`config.mk`:
```
export PLATFORM = sky130hd
export DESIGN_NAME = timer_ctrl_flat
export DESIGN_NICKNAME = d
export VERILOG_FILES = /design/src/rtl/timer_ctrl_if.sv /design/src/rtl/timer_ctrl.sv /design/src/flat_wrapper.sv
export SDC_FILE = /design/constraint.sdc
export NUM_CORES = 1
export LEC_CHECK = 0
export CORE_ASPECT_RATIO = 0.75
export CORE_MARGIN = 5
export CORE_UTILIZATION = 30
export DETAILED_ROUTE_END_ITERATION = 10
export GPL_ROUTABILITY_DRIVEN = 0
export SYNTH_ARGS = -nofsm -noshare
export SYNTH_HDL_FRONTEND = slang
export SYNTH_SLANG_ARGS = --single-unit
```
`constraint.sdc`:
```
create_clock -name pclk -period 4.2 [get_ports pclk]
set_input_delay 0.42 -clock pclk [delete_from_list [all_inputs] [get_ports pclk]]
set_output_delay 0.42 -clock pclk [all_outputs]
set_load 0.01 [all_outputs]
```
`src/rtl/timer_ctrl_if.sv`:
```
// APB slave bus bundle for timer_ctrl: master drives the request, slave returns data/ready/error.
interface timer_ctrl_if #(
    parameter int ADDR_W = 8,
    parameter int DATA_W = 8
);
    logic              psel;
    logic              penable;
    logic              pwrite;
    logic [ADDR_W-1:0] paddr;
    logic [DATA_W-1:0] pwdata;
    logic [DATA_W-1:0] prdata;
    logic              pready;
    logic              pslverr;

    modport master (
        output psel, penable, pwrite, paddr, pwdata,
        input  prdata, pready, pslverr
    );

    modport slave (
        input  psel, penable, pwrite, paddr, pwdata,
        output prdata, pready, pslverr
    );
endinterface

```
`src/rtl/timer_ctrl.sv`:
```
// APB control block for timer_counter/clk_sel: register file, clk_int-paced load sequencer, wrap flags.
// Optional TIER register and irq output are built only when TIMER_IRQ_EN is defined.
module timer_ctrl #(
    parameter int DATA_W     = 8,
    parameter int ADDR_W     = 8,
    parameter int LD_TIMEOUT = 64
) (
    input  logic              pclk,
    input  logic              presetn,
    timer_ctrl_if.slave       apb,
    input  logic              clk_int,
    input  logic [DATA_W-1:0] cnt_out,
    output logic              en,
    output logic              load,
    output logic              dw,
    output logic [DATA_W-1:0] ld_val,
    output logic [1:0]        sel,
    output logic              irq
);
    localparam int                CNT_W    = (LD_TIMEOUT > 1) ? $clog2(LD_TIMEOUT) : 1;
    localparam logic [CNT_W-1:0]  LD_LAST  = CNT_W'(LD_TIMEOUT - 1);
    localparam logic [ADDR_W-1:0] A_TCR    = ADDR_W'(8'h00);
    localparam logic [ADDR_W-1:0] A_TDR    = ADDR_W'(8'h04);
    localparam logic [ADDR_W-1:0] A_TSR    = ADDR_W'(8'h08);
    localparam logic [ADDR_W-1:0] A_TIER   = ADDR_W'(8'h0C);
    localparam logic [ADDR_W-1:0] A_TCNT   = ADDR_W'(8'h10);
    localparam logic [DATA_W-1:0] ALL_ONES = '1;

    typedef enum logic [1:0] {IDLE, SETUP, ACCESS}       apb_state_t;
    typedef enum logic [1:0] {LD_IDLE, LD_WAIT, LD_HOLD} ld_state_t;

    apb_state_t        r_apb_state, w_apb_next;
    ld_state_t         r_ld_state, w_ld_next;
    logic [CNT_W-1:0]  r_ld_cnt;
    logic              r_en, r_dw, r_clk_int_d, r_busy_d;
    logic [1:0]        r_sel;
    logic [DATA_W-1:0] r_ld_val, r_cnt_d;
    logic [2:0]        r_tsr, w_tier, w_tsr_set, w_tsr_clr;
    logic              w_access, w_wr, w_busy, w_rise, w_ld_start, w_ld_timeout;
    logic              w_quiet, w_ovf, w_udf, w_err;
    logic              w_hit_tcr, w_hit_tdr, w_hit_tsr, w_hit_tier, w_hit_tcnt;
    logic [DATA_W-1:0] w_rdata;

    always_ff @(posedge pclk) begin
        if (!presetn) r_apb_state <= IDLE;
        else          r_apb_state <= w_apb_next;
    end

    always_comb begin
        w_apb_next = r_apb_state;
        case (r_apb_state)
            IDLE:    if (apb.psel && !apb.penable) w_apb_next = SETUP;
            SETUP:   w_apb_next = (apb.psel && apb.penable) ? ACCESS : IDLE;
            ACCESS:  w_apb_next = IDLE;
            default: w_apb_next = IDLE;
        endcase
    end

    assign w_access   = (r_apb_state == ACCESS);
    assign w_wr       = w_access & apb.pwrite;
    assign w_hit_tcr  = (apb.paddr == A_TCR);
    assign w_hit_tdr  = (apb.paddr == A_TDR);
    assign w_hit_tsr  = (apb.paddr == A_TSR);
    assign w_hit_tier = (apb.paddr == A_TIER);
    assign w_hit_tcnt = (apb.paddr == A_TCNT);

    always_comb begin
        w_err   = 1'b0;
        w_rdata = '0;
        if (w_access) begin
            if (w_hit_tcr) begin
                w_err   = apb.pwrite & apb.pwdata[4] & w_busy;
                w_rdata = DATA_W'({w_busy, r_sel, r_dw, r_en});
            end else if (w_hit_tdr) begin
                w_err   = apb.pwrite & w_busy;
                w_rdata = r_ld_val;
            end else if (w_hit_tsr) begin
                w_rdata = DATA_W'(r_tsr);
            end else if (w_hit_tier) begin
                w_rdata = DATA_W'(w_tier);
            end else if (w_hit_tcnt) begin
                w_err   = apb.pwrite;
                w_rdata = cnt_out;
            end else begin
                w_err   = 1'b1;
            end
            if (apb.pwrite) w_rdata = '0;
        end
    end

    assign apb.prdata  = w_rdata;
    assign apb.pready  = w_access;
    assign apb.pslverr = w_err;

    // Load sequencer: strobe spans two clk_int rising edges so the slow counter clock samples it.
    assign w_busy     = (r_ld_state != LD_IDLE);
    assign w_rise     = clk_int & ~r_clk_int_d;
    assign w_ld_start = w_wr & w_hit_tcr & apb.pwdata[4] & ~w_busy;

    always_comb begin
        w_ld_next    = r_ld_state;
        w_ld_timeout = 1'b0;
        case (r_ld_state)
            LD_IDLE: if (w_ld_start) w_ld_next = LD_WAIT;
            LD_WAIT: begin
                if (w_rise) begin
                    w_ld_next = LD_HOLD;
                end else if (r_ld_cnt == LD_LAST) begin
                    w_ld_next    = LD_IDLE;
                    w_ld_timeout = 1'b1;
                end
            end
            LD_HOLD: if (w_rise) w_ld_next = LD_IDLE;
            default: w_ld_next = LD_IDLE;
        endcase
    end

    // A load forces arbitrary counter jumps, so wrap detection stays off until one cycle after it ends.
    assign w_quiet   = ~w_busy & ~r_busy_d;
    assign w_ovf     = w_quiet & ~r_dw & (r_cnt_d == ALL_ONES) & (cnt_out == '0);
    assign w_udf     = w_quiet & r_dw & (r_cnt_d == '0) & (cnt_out == ALL_ONES);
    assign w_tsr_set = {w_ld_timeout, w_udf, w_ovf};
    assign w_tsr_clr = (w_wr && w_hit_tsr) ? apb.pwdata[2:0] : 3'b000;

    always_ff @(posedge pclk) begin
        if (!presetn) begin
            r_ld_state  <= LD_IDLE;
            r_ld_cnt    <= '0;
            r_en        <= 1'b0;
            r_dw        <= 1'b0;
            r_sel       <= 2'b00;
            r_ld_val    <= '0;
            r_cnt_d     <= '0;
            r_tsr       <= 3'b000;
            r_clk_int_d <= 1'b0;
            r_busy_d    <= 1'b0;
        end else begin
            r_ld_state  <= w_ld_next;
            r_ld_cnt    <= (r_ld_state == LD_WAIT) ? r_ld_cnt + CNT_W'(1) : '0;
            r_clk_int_d <= clk_int;
            r_cnt_d     <= cnt_out;
            r_busy_d    <= w_busy;
            if (w_wr && w_hit_tcr) begin
                r_en  <= apb.pwdata[0];
                r_dw  <= apb.pwdata[1];
                r_sel <= apb.pwdata[3:2];
            end
            if (w_wr && w_hit_tdr && !w_busy) r_ld_val <= apb.pwdata;
            r_tsr <= (r_tsr & ~w_tsr_clr) | w_tsr_set;
        end
    end

`ifdef TIMER_IRQ_EN
    logic [2:0] r_tier;
    logic       r_irq;

    always_ff @(posedge pclk) begin
        if (!presetn) begin
            r_tier <= 3'b000;
            r_irq  <= 1'b0;
        end else begin
            if (w_wr && w_hit_tier) r_tier <= apb.pwdata[2:0];
            r_irq <= |(r_tsr & r_tier);
        end
    end

    assign w_tier = r_tier;
    assign irq    = r_irq;
`else
    assign w_tier = 3'b000;
    assign irq    = 1'b0;
`endif

    assign en     = r_en;
    assign dw     = r_dw;
    assign sel    = r_sel;
    assign ld_val = r_ld_val;
    assign load   = w_busy;
endmodule
```
`src/flat_wrapper.sv`:
```
// flat-port wrapper written by rule: the top's interface ports become plain ports
module timer_ctrl_flat 
#(
    parameter int DATA_W     = 8,
    parameter int ADDR_W     = 8,
    parameter int LD_TIMEOUT = 64
)
  (pclk, presetn, clk_int, cnt_out, en, load, dw, ld_val, sel, irq, apb_psel, apb_penable, apb_pwrite, apb_paddr, apb_pwdata, apb_prdata, apb_pready, apb_pslverr);
  timer_ctrl_if #(.ADDR_W(ADDR_W), .DATA_W(DATA_W)) apb_i ();
  input  logic pclk;
  input  logic presetn;
  input  logic clk_int;
  input  logic [DATA_W-1:0] cnt_out;
  output logic en;
  output logic load;
  output logic dw;
  output logic [DATA_W-1:0] ld_val;
  output logic [1:0] sel;
  output logic irq;
  input wire logic [$bits(apb_i.psel)-1:0] apb_psel;
  input wire logic [$bits(apb_i.penable)-1:0] apb_penable;
  input wire logic [$bits(apb_i.pwrite)-1:0] apb_pwrite;
  input wire logic [$bits(apb_i.paddr)-1:0] apb_paddr;
  input wire logic [$bits(apb_i.pwdata)-1:0] apb_pwdata;
  output wire logic [$bits(apb_i.prdata)-1:0] apb_prdata;
  output wire logic [$bits(apb_i.pready)-1:0] apb_pready;
  output wire logic [$bits(apb_i.pslverr)-1:0] apb_pslverr;
  assign apb_i.psel = apb_psel;
  assign apb_i.penable = apb_penable;
  assign apb_i.pwrite = apb_pwrite;
  assign apb_i.paddr = apb_paddr;
  assign apb_i.pwdata = apb_pwdata;
  assign apb_prdata = apb_i.prdata;
  assign apb_pready = apb_i.pready;
  assign apb_pslverr = apb_i.pslverr;
  timer_ctrl #(.DATA_W(DATA_W), .ADDR_W(ADDR_W), .LD_TIMEOUT(LD_TIMEOUT)) u_core (.pclk(pclk), .presetn(presetn), .apb(apb_i), .clk_int(clk_int), .cnt_out(cnt_out), .en(en), .load(load), .dw(dw), .ld_val(ld_val), .sel(sel), .irq(irq));
endmodule
```
==> results_dict.tcl <==
set metrics [dict create \
    dpl.hpwl_um 3726 \
    die_w_um 97.09 \
    numCtsBuffers 5 \
    seq_area_frac_synth_pct 41.06 \
    worst-slew-pin-transition_ns 0.6378 \
    status "completed" \
    area_growth_pct 38.42 \
    crit_type "primary input to output pin" \
    critical-path-slowest-cell "clkdlybuf4s50_1" \
    io_buffers 52 \
    routed_wl_um 4952 \
    dr.pass1.iters 4 \
    cts-root-buf "clkbuf_8" \
    slew_viol_final 0 \
    fp.coreArea_mm2 0.005439 \
    hold_buffers 0 \
    finalSetupTns_ns 0 \
    synth_nets 232 \
    post-route-min-period_ns 3.129 \
    io_pins 54 \
    insertion_delay_ns 0.28 \
    cp_slowest_stage_delay_ns 0.61 \
    start_util_pct 31.38 \
    first_iter_violations 122 \
    skew_ns 0.006323 \
    multi_input_area_um2 943.4 \
    overflow 0 \
    die_y_um 75.32 \
    insertedDiodeCount 0 \
    critPathLaunchType "primary input" \
    grt_max_degree 39 \
    synth_edf_count 0 \
    synth-async-reset-ratio_pct 0 \
    wire_per_inst_um 15.19 \
    drtAntennaViolNets 0 \
    die_area_mm2 0.007313 \
    hold_path_class "flop to flop" \
    cp.required_ns 3.78 \
    postCtsSetupBuffers 0 \
    clkSlewWorstSetupHoldPaths_ns 0.07 \
    dp_slack_ns 1.087 \
    yosysUniqueCellTypes 47 \
    fin_ws_ns 1.071 \
    cpMostUsedCell "clkdlybuf4s50_1" \
    cp-end-kind "output pin" \
    synth_area_mm2 0.001707 \
    maxCapViolations 0 \
    synth-seq-cells 35 \
    cts_resized 0 \
    cp.arrival_ns 2.71 \
    clock-sinks 35 \
    cts_max_path_buffers 2 \
    grt_pass1_vias 1550 \
    syn_avg_cell_area_um2 8.491 \
    h-tree-depth 2 \
    grt_pass1_wl_um 8121 \
    path_max_fanout 5 \
    crit_chain "clkdlybuf4s50_1, or4_4, nor3_4, nand2_2, a2111oi_2, clkdlybuf4s50_1" \
    p_leak_nw 0.8281 \
    final_cell_area_mm2 0.002362 \
    drc 0 \
    vias 1595 \
    yosysWarningCount 0 \
    num_rows 23 \
    rsz0062_at_grt "no" \
    seq_area_um2 700.7 \
    antenna_found_initial 0 \
    irDropWorstVdd_v 0.0001436 \
    cts_tree "done" \
    setup-violations-final 0 \
    place_area_mm2 0.002277 \
    finalHoldViolCount 0 \
    synthCells 201 \
    grt_usage_pct 13.92 \
    layout-drive-gt1-share_pct 6.773 \
    powerDensity_mw_per_mm2 272.4 \
    period_share_pct 74.49 \
    fillers 552 \
    fmax_ghz 0.3196 \
    power_mw 0.6435 \
    synthFlopType "dfxtp_1" \
    viasPerCell 4.893 \
    nNetsFinal 281 \
    max-slew-margin-rel_pct 57.34 \
]
==> state kept, by name, summed over array words and instances (netlist names) <==
register	count
u_core.r_cnt_d	8
u_core.r_ld_state	2
u_core.dw	1
u_core.r_clk_int_d	1
u_core.ld_val	8
u_core.r_busy_d	1
u_core.r_ld_cnt	6
u_core.sel	2
u_core.r_apb_state	2
u_core.r_tsr	3
u_core.en	1
==> placed cells by master, fill, tap and decap left out, drive strengths merged, types with 2 or more instances in the layout <==
| master | instances |
|---|---|
| nor4 | 5 |
| and3 | 6 |
| inv | 3 |
| clkbuf | 6 |
| dfxtp | 35 |
| o21ai | 13 |
| and2 | 10 |
| nor2b | 11 |
| a21oi | 9 |
| nor3 | 4 |
| or4 | 2 |
| nor3b | 2 |
| clkdlybuf4s50 | 52 |
| nand2b | 2 |
| mux2i | 4 |
| nor2 | 15 |
| xor2 | 3 |
| nand2 | 21 |
| nand4 | 12 |
| nand3 | 11 |
| a2111oi | 2 |
| a32o | 2 |
==> stage by stage <==
stage,util [%],std cells,hold WS [ns]
2_1_floorplan,-,201,0.4257
3_3_place_gp,41.87,318,0.4451
3_5_place_dp,41.87,318,0.4479
4_1_cts,43.43,326,0.4655
5_1_grt,43.43,326,0.5121
6_report,43.43,326,0.4645
==> worst paths after layout <==
path	startpoint	endpoint	slack [ns]	depth (start not counted)
max	apb_paddr[1]	apb_prdata[3]	1.07	6
max reg2reg	u_core.r_apb_state[0]$_SDFFE_PN0P_	u_core.ld_val[0]$_SDFFE_PN0P_	2.24	4
min reg2reg	u_core.r_ld_cnt[0]$_SDFF_PN0_	u_core.r_ld_cnt[0]$_SDFF_PN0_	0.46	1
min	u_core.r_ld_cnt[0]$_SDFF_PN0_	u_core.r_ld_cnt[0]$_SDFF_PN0_	0.46	1
==> layout make-up <==
class                   instances  area share, %
well taps                      75          3.972
clock buffers                   6          3.072
clock inverters                 2         0.5297
inverters                       3         0.4767
multi-input cells             152          39.94
flip-flops and latches         35          29.66
repair buffers                 53          22.35
==> cells by family after synthesis <==
family	Yosys count	share of synthesized area [%]
AOI/OAI and AO/OA	32	12.32
xor gates and xnor gates	4	2.053
adders and majority gates	1	0.7330
buffers and inverters	14	3.665
DFF	35	41.06
muxes	4	2.346
other	1	0.2197
and+or+nand+nor	110	37.61
==> per-layer routing <==
metal,GRT usage [%],wire length (µm),up-vias
li1,-,-,816
met1,21.22,2550,724
met2,19.34,2059,53
met3,3.751,322,2
met4,3.271,19,0
met5,0,0,-
==> worst max-delay path, delay by kind of cell <==
kind	cells	cell delay [ns]
AOI/OAI and AO/OA	1	0.32
buffers and inverters	2	1.04
and+or+nand+nor	3	0.93
==> report_power, final <==
part,switching [mW],total (mW),internal [mW]
combinational,0.0324,0.0672,0.0348
sequential,0.00273,0.340,0.337
clock,0.121,0.237,0.116
total,0.156,0.644,0.487
==> cells in the mapped netlist (2+ instances only) <==
| cell type | number | area share (%) |
|---|---|---|
| dfxtp_1 | 35 | 41 |
| nand2_1 | 20 | 4.4 |
| nor2_1 | 14 | 3.1 |
| o21ai_0 | 13 | 3.8 |
| nand4_1 | 12 | 4.4 |
| nand3_1 | 11 | 3.2 |
| nor2b_1 | 11 | 4.0 |
| and2_1 | 10 | 3.7 |
| a21oi_1 | 9 | 2.6 |
| and3_1 | 6 | 2.2 |
| clkbuf_1 | 6 | 1.3 |
| mux2i_1 | 4 | 2.3 |
| nor4_1 | 4 | 1.5 |
| inv_1 | 3 | 0.66 |
| nor3_1 | 3 | 0.88 |
| xor2_1 | 3 | 1.5 |
| a2111oi_2 | 2 | 1.8 |
| a32o_1 | 2 | 1.2 |
| buf_2 | 2 | 0.59 |
| buf_4 | 2 | 0.88 |
| nand2b_1 | 2 | 0.73 |
| nor3b_1 | 2 | 0.88 |
No activity file was read; power rests on OpenSTA's default activity.
